==> src/rtl/err_test_pkg.sv <==
// Shared definitions for the error-line stimulus generator and its neighbours.
// Holds the FSM state encoding, default widths and a small helper.
package err_test_pkg;

  // Default width of hold_us and the microsecond counter.
  localparam int unsigned DWIDTH_DEFAULT = 14;
  // Default width of glitch_num and the glitch counter.
  localparam int unsigned NUM_W_DEFAULT  = 4;

  // State encoding: IDLE=0 .. DONE=4.
  typedef enum logic [2:0] {
    StIdle = 3'd0,
    StGHi  = 3'd1,
    StGLo  = 3'd2,
    StHold = 3'd3,
    StDone = 3'd4
  } state_e;

  function automatic int unsigned max_u(input int unsigned a, input int unsigned b);
    return (a > b) ? a : b;
  endfunction

endpackage

==> src/rtl/err_pulse_gen_us_tick_sync.sv <==
// Microsecond timebase synchronizer.
// Brings the asynchronous 1 us strobe into the clk domain through two flops and
// emits a one-cycle tick on its rising edge.
// Ports:
//   clk        system clock
//   rst_n      asynchronous active-low reset
//   time_1us_i asynchronous 1 us strobe
//   tick_o     one-cycle pulse per rising edge of time_1us_i
module us_tick_sync (
  input  logic clk,
  input  logic rst_n,
  input  logic time_1us_i,
  output logic tick_o
);

  // sync_q[0] is the newest sample, sync_q[1] the previous one.
  logic [1:0] sync_q;

  always_ff @(posedge clk or negedge rst_n) begin
    if (!rst_n) begin
      sync_q <= 2'b00;
    end else begin
      sync_q <= {sync_q[0], time_1us_i};
    end
  end

  assign tick_o = (sync_q == 2'b01);

endmodule

==> src/rtl/err_pulse_gen.sv <==
// Error-line stimulus generator.
// On start it drives glitch_num short high pulses (GLITCH_CLKS high, GAP_CLKS
// low each), then holds the line high for hold_us microsecond ticks, then
// pulses done. Used to exercise the downstream error detector/debouncer.
// Ports:
//   clk        system clock
//   rst_n      asynchronous active-low reset
//   time_1us   asynchronous 1 us timebase strobe
//   reset_unit synchronous abort, active high, beats start
//   start      one-cycle start request, ignored unless idle
//   glitch_num number of glitches before the hold phase (0 allowed)
//   hold_us    hold-high duration in us (0 allowed)
//   signal_out generated error line (registered)
//   busy       high from the accepted start until the return to idle
//   done       one-cycle pulse on normal completion
module err_pulse_gen
  import err_test_pkg::*;
#(
  parameter int unsigned GLITCH_CLKS = 2,
  parameter int unsigned GAP_CLKS    = 3,
  parameter int unsigned NUM_W       = NUM_W_DEFAULT,
  parameter int unsigned DWIDTH      = DWIDTH_DEFAULT
) (
  input  logic              clk,
  input  logic              rst_n,
  input  logic              time_1us,
  input  logic              reset_unit,
  input  logic              start,
  input  logic [NUM_W-1:0]  glitch_num,
  input  logic [DWIDTH-1:0] hold_us,
  output logic              signal_out,
  output logic              busy,
  output logic              done
);

  // One phase counter serves both the high and the low part of a glitch.
  localparam int unsigned PhMax = max_u(GLITCH_CLKS, GAP_CLKS);
  localparam int unsigned PhW   = (PhMax > 1) ? $clog2(PhMax) : 1;
  localparam logic [PhW-1:0] GlitchLast = PhW'(GLITCH_CLKS - 1);
  localparam logic [PhW-1:0] GapLast    = PhW'(GAP_CLKS - 1);

  logic tick;

  us_tick_sync u_tick_sync (
    .clk        (clk),
    .rst_n      (rst_n),
    .time_1us_i (time_1us),
    .tick_o     (tick)
  );

  state_e              state_q, state_d;
  logic [NUM_W-1:0]    glitch_num_q, glitch_num_d;
  logic [DWIDTH-1:0]   hold_us_q, hold_us_d;
  logic [NUM_W-1:0]    glitch_cnt_q, glitch_cnt_d;
  logic [DWIDTH-1:0]   us_cnt_q, us_cnt_d;
  logic [PhW-1:0]      phase_q, phase_d;
  // Set when a run with nothing to do was accepted: it still shows one busy
  // cycle before the done pulse, so DONE is occupied for two cycles.
  logic                empty_q, empty_d;
  logic                signal_q, signal_d;
  logic                busy_q, busy_d;
  logic                done_q, done_d;

  logic [NUM_W-1:0]    glitch_inc;
  logic [DWIDTH-1:0]   us_inc;
  logic [PhW-1:0]      phase_inc;

  assign glitch_inc = glitch_cnt_q + NUM_W'(1);
  assign us_inc     = us_cnt_q + DWIDTH'(1);
  assign phase_inc  = phase_q + PhW'(1);

  // Outputs are computed for the next state so they register together with it.
  always_comb begin
    state_d      = state_q;
    glitch_num_d = glitch_num_q;
    hold_us_d    = hold_us_q;
    glitch_cnt_d = glitch_cnt_q;
    us_cnt_d     = us_cnt_q;
    phase_d      = phase_q;
    empty_d      = empty_q;
    signal_d     = 1'b0;
    busy_d       = 1'b0;
    done_d       = 1'b0;

    unique case (state_q)
      StIdle: begin
        if (start) begin
          glitch_num_d = glitch_num;
          hold_us_d    = hold_us;
          glitch_cnt_d = '0;
          us_cnt_d     = '0;
          phase_d      = '0;
          busy_d       = 1'b1;
          if (glitch_num != '0) begin
            state_d  = StGHi;
            signal_d = 1'b1;
          end else if (hold_us != '0) begin
            state_d  = StHold;
            signal_d = 1'b1;
          end else begin
            state_d = StDone;
            empty_d = 1'b1;
          end
        end
      end

      StGHi: begin
        busy_d = 1'b1;
        if (phase_q == GlitchLast) begin
          phase_d = '0;
          state_d = StGLo;
        end else begin
          phase_d  = phase_inc;
          signal_d = 1'b1;
        end
      end

      StGLo: begin
        busy_d = 1'b1;
        if (phase_q == GapLast) begin
          phase_d      = '0;
          glitch_cnt_d = glitch_inc;
          if (glitch_inc == glitch_num_q) begin
            if (hold_us_q != '0) begin
              state_d  = StHold;
              signal_d = 1'b1;
            end else begin
              state_d = StDone;
              busy_d  = 1'b0;
              done_d  = 1'b1;
            end
          end else begin
            state_d  = StGHi;
            signal_d = 1'b1;
          end
        end else begin
          phase_d = phase_inc;
        end
      end

      StHold: begin
        busy_d   = 1'b1;
        signal_d = 1'b1;
        if (tick) begin
          us_cnt_d = us_inc;
          if (us_inc == hold_us_q) begin
            state_d  = StDone;
            signal_d = 1'b0;
            busy_d   = 1'b0;
            done_d   = 1'b1;
          end
        end
      end

      StDone: begin
        if (empty_q) begin
          empty_d = 1'b0;
          done_d  = 1'b1;
        end else begin
          state_d = StIdle;
        end
      end

      default: begin
        state_d = StIdle;
      end
    endcase

    // Abort overrides everything, including a start in the same cycle.
    if (reset_unit) begin
      state_d      = StIdle;
      glitch_cnt_d = '0;
      us_cnt_d     = '0;
      phase_d      = '0;
      empty_d      = 1'b0;
      signal_d     = 1'b0;
      busy_d       = 1'b0;
      done_d       = 1'b0;
    end
  end

  always_ff @(posedge clk or negedge rst_n) begin
    if (!rst_n) begin
      state_q      <= StIdle;
      glitch_num_q <= '0;
      hold_us_q    <= '0;
      glitch_cnt_q <= '0;
      us_cnt_q     <= '0;
      phase_q      <= '0;
      empty_q      <= 1'b0;
      signal_q     <= 1'b0;
      busy_q       <= 1'b0;
      done_q       <= 1'b0;
    end else begin
      state_q      <= state_d;
      glitch_num_q <= glitch_num_d;
      hold_us_q    <= hold_us_d;
      glitch_cnt_q <= glitch_cnt_d;
      us_cnt_q     <= us_cnt_d;
      phase_q      <= phase_d;
      empty_q      <= empty_d;
      signal_q     <= signal_d;
      busy_q       <= busy_d;
      done_q       <= done_d;
    end
  end

  assign signal_out = signal_q;
  assign busy       = busy_q;
  assign done       = done_q;

endmodule

==> config.mk <==
export PLATFORM = sky130hd
export DESIGN_NAME = err_pulse_gen
export DESIGN_NICKNAME = d
export VERILOG_FILES = /design/src/rtl/err_test_pkg.sv /design/src/rtl/err_pulse_gen_us_tick_sync.sv /design/src/rtl/err_pulse_gen.sv
export SDC_FILE = /design/constraint.sdc
export NUM_CORES = 1
export LEC_CHECK = 0
export ABC_AREA = 1
export ABC_CLOCK_PERIOD_IN_PS = 4960
export CORE_UTILIZATION = 63
export DETAILED_ROUTE_END_ITERATION = 7
export GPL_TIMING_DRIVEN = 0
export PLACE_DENSITY = 0.86
export SKIP_CTS_REPAIR_TIMING = 1
export SLEW_MARGIN = 0
export SYNTH_ARGS = -nofsm -noshare
export SYNTH_HDL_FRONTEND = slang
export SYNTH_SLANG_ARGS = --single-unit
==> constraint.sdc <==
create_clock -name clk -period 4.96 [get_ports clk]
set_clock_uncertainty 0.15 [all_clocks]
set_input_delay 0.744 -clock clk [delete_from_list [all_inputs] [get_ports clk]]
set_output_delay 0.744 -clock clk [all_outputs]
set_load 0.01 [all_outputs]
==> impl_metrics.py <==
metrics = {
    "timing": {
        "rsz0062_at_grt": "no",
        "post-route-period-util_pct": 53.41,
        "setup_tns_ns": 0,
        "slew_viol_final": 0,
        "setup_viol": 0,
        "hold_viol": 0,
        "slew_headroom_pct": 62.71,
        "holdWs_ns": 0.2031,
        "period_minus_slack_ns": 2.649,
        "tightest_slew_ns": 0.5550,
        "fmax_mhz": 377.5,
    },
    "layout": {
        "nets": 477,
        "multi_input_area_um2": 1593,
        "fillCellCount": 345,
        "final_common_cell": "nand2_1",
        "diodes": 0,
        "drive_gt1_share_pct": 7.947,
        "mostFrequentLayoutCells": "nand2_1, inv_1, nand3_1, dfrtp_1, nor2_1",
        "finalInstanceArea_um2": 3425,
        "regArea_um2": 1176,
        "area_growth_pct": 13.80,
    },
    "critical_path": {
        "r2r.worst_path.cells": 16,
        "critical-path-top-delay-family": "buffers and inverters",
        "critPathBufInv": 3,
        "cp-endpoint": "us_cnt_q[2]",
        "reg2reg_slack_ns": 2.55,
        "critPathLaunch": "reset_unit",
        "crit_fanout": 10,
        "arrival_ns": 2.71,
        "critical_path.max_stage_delay_ns": 0.53,
        "cp_data_required_time_ns": 5.02,
        "crit_chain": "clkdlybuf4s50_1 -> nor4_2 -> a21oi_1 -> o21ai_1 -> inv_2 -> buf_2 -> o22ai_1",
        "critPathLaunchType": "input port",
        "crit_cells": 7,
        "cpMaxStageDelayCell": "clkdlybuf4s50_1",
        "timing.rr.end": "state_q[0]",
        "criticalPathCategory": "input port to flop",
        "critPathCaptureType": "flop",
        "crit-reg2reg-launch": "us_cnt_q[0]",
    },
    "grt": {
        "grt_overflow": 0,
        "grtUsageTotal_pct": 31.29,
        "grt_pass1_wl_mm": 12.23,
        "grt_pass1_vias": 2669,
        "grt_max_degree": 32,
        "antenna_found_initial": 0,
    },
    "floorplanning": {
        "die_w_um": 71.11,
        "die-area_um2": 5057,
        "coreArea_um2": 4474,
        "io_pins": 26,
        "dieHeight_um": 71.11,
        "initial_utilization_pct": 67.25,
        "rows": 24,
    },
    "power": {
        "power.leakage_nw": 1.664,
        "max-vdd-ir-drop_mv": 0.2733,
        "p_per_area_nw_per_um2": 383.8,
    },
    "clocking": {
        "cts_made_buffers": 5,
        "cts_max_path_buffers": 2,
        "ctsRootBufferMaster": "clkbuf_8",
        "cts_sinks": 47,
        "cts_tree": "done",
        "h-tree-depth": 2,
        "clk_pin_slew_worst_paths_ns": 0.09,
        "clk-insertion-delay-late_ns": 0.30,
    },
    "synth": {
        "syn_nets": 444,
        "syn_area_um2": 3009,
        "synth-seq-cells": 47,
        "ys_types": 36,
        "syn_area_per_cell_um2": 7.182,
        "yosys_warnings": 0,
        "synth_cells": 419,
        "synth_seq_area_share_pct": 39.09,
    },
    "placed_design": {
        "hpwl_mm": 5.695,
        "place_area_um2": 3339,
        "port_buffers": 25,
        "place_congestion": 0.9776,
    },
    "job": {
        "maxCapViolCount": 0,
    },
    "drt": {
        "vias": 2971,
        "via_per_inst": 5.883,
        "routed_wl_mm": 7.241,
        "first_iter_violations": 309,
        "detail_route.wl_per_cell_um": 14.34,
        "route.antenna.remaining_nets": 0,
        "drc": 0,
        "drt_pass1_iterations": 6,
    },
    "hold_path": {
        "hp-class": "input port to asynchronous set/reset pin",
    },
    "status": {
        "outcome": "completed",
    },
}
[cells by family after synthesis]
logic type / share of synthesized area (%)
simple gates: 38.79
buf+inv: 7.983
compound gates: 9.439
flops: 39.09
xor+xnor: 3.119
mux: 0.7484
fa+ha+maj: 0.8315
[synthesized netlist by cell type]
master,number,share of area (%)
inv_1,51,6.4
nand3_2,1,0.33
and2_1,1,0.21
nor2_2,2,0.42
nand3b_1,2,0.50
nor2_8,2,1.3
nand2_1,107,13
nor3b_2,1,0.42
o31ai_1,2,0.50
xnor2_1,2,0.58
clkbuf_1,4,0.50
o21ai_0,14,2.3
nand4_1,16,3.3
a21oi_1,18,3.0
o21ai_1,2,0.33
a31oi_1,2,0.42
nor3_2,3,1.0
nand3_1,47,7.8
o22ai_1,11,2.3
mux2_2,2,0.75
dfrtp_1,47,39
nor3_1,7,1.2
a32oi_1,1,0.29
nand2_2,4,0.83
nand2_4,3,1.1
clkinv_1,1,0.12
nor2_4,1,0.37
xor2_1,6,1.7
buf_2,3,0.50
ha_1,2,0.83
nor4_1,4,0.83
xor3_1,1,0.79
nor2_1,43,5.4
nor4_2,1,0.42
inv_2,4,0.50
o41ai_1,1,0.29
[layout make-up]
cell class | count | area share, %
plain buffers | 7 | 0.8769
clock buffers | 6 | 2.119
clock inverters | 2 | 0.3654
inverters | 56 | 6.138
multi-input cells | 309 | 46.51
flip-flops and latches | 47 | 34.34
well taps | 52 | 1.900
repair buffers | 26 | 7.746
[per-stage QoR]
step	total power, W	util (%)	setup slack, ns	cells
after detailed placement	0.001077	74.64	2.059	497
after floorplan	0.0009135	-	2.971	419
after CTS	0.001306	76.54	2.354	505
final	0.001314	76.54	2.311	505
after global routing	0.001407	76.54	2.157	505
after global placement	0.001059	74.30	1.695	496
[per-layer routing]
layer	track usage (%)	share of wire, %	up-vias
met5	0	0	-
li1	-	-	1456
met2	48.08	45	143
met4	9.333	1.3	0
met1	45.76	46	1362
met3	5.271	8.0	10
[where the power goes]
group | internal [W] | switching [W] | total (W)
Clock | 0.0000988 | 0.000132 | 0.000231
Combinational | 0.000193 | 0.000322 | 0.000515
Sequential | 0.000473 | 0.0000950 | 0.000568
[state kept, by name, indices dropped and copies added, names as in the netlist]
| signal | cells |
|---|---|
| signal_out | 1 |
| phase_q | 2 |
| state_q | 3 |
| done | 1 |
| busy | 1 |
| u_tick_sync.sync_q | 2 |
| hold_us_q | 14 |
| empty_q | 1 |
| glitch_num_q | 4 |
| glitch_cnt_q | 4 |
| us_cnt_q | 14 |
[how the worst min path moves through the flow]
stage / endpoint / slack [ns] / depth (start not counted)
floorplan: u_tick_sync.sync_q[1] / 0.20 / 0
detailed placement: u_tick_sync.sync_q[1] / 0.21 / 0
finish: us_cnt_q[9] / 0.20 / 1
global route: signal_out / 0.24 / 1
global placement: u_tick_sync.sync_q[1] / 0.21 / 0
CTS: us_cnt_q[9] / 0.22 / 1
Power figures use the tool's default switching activity.
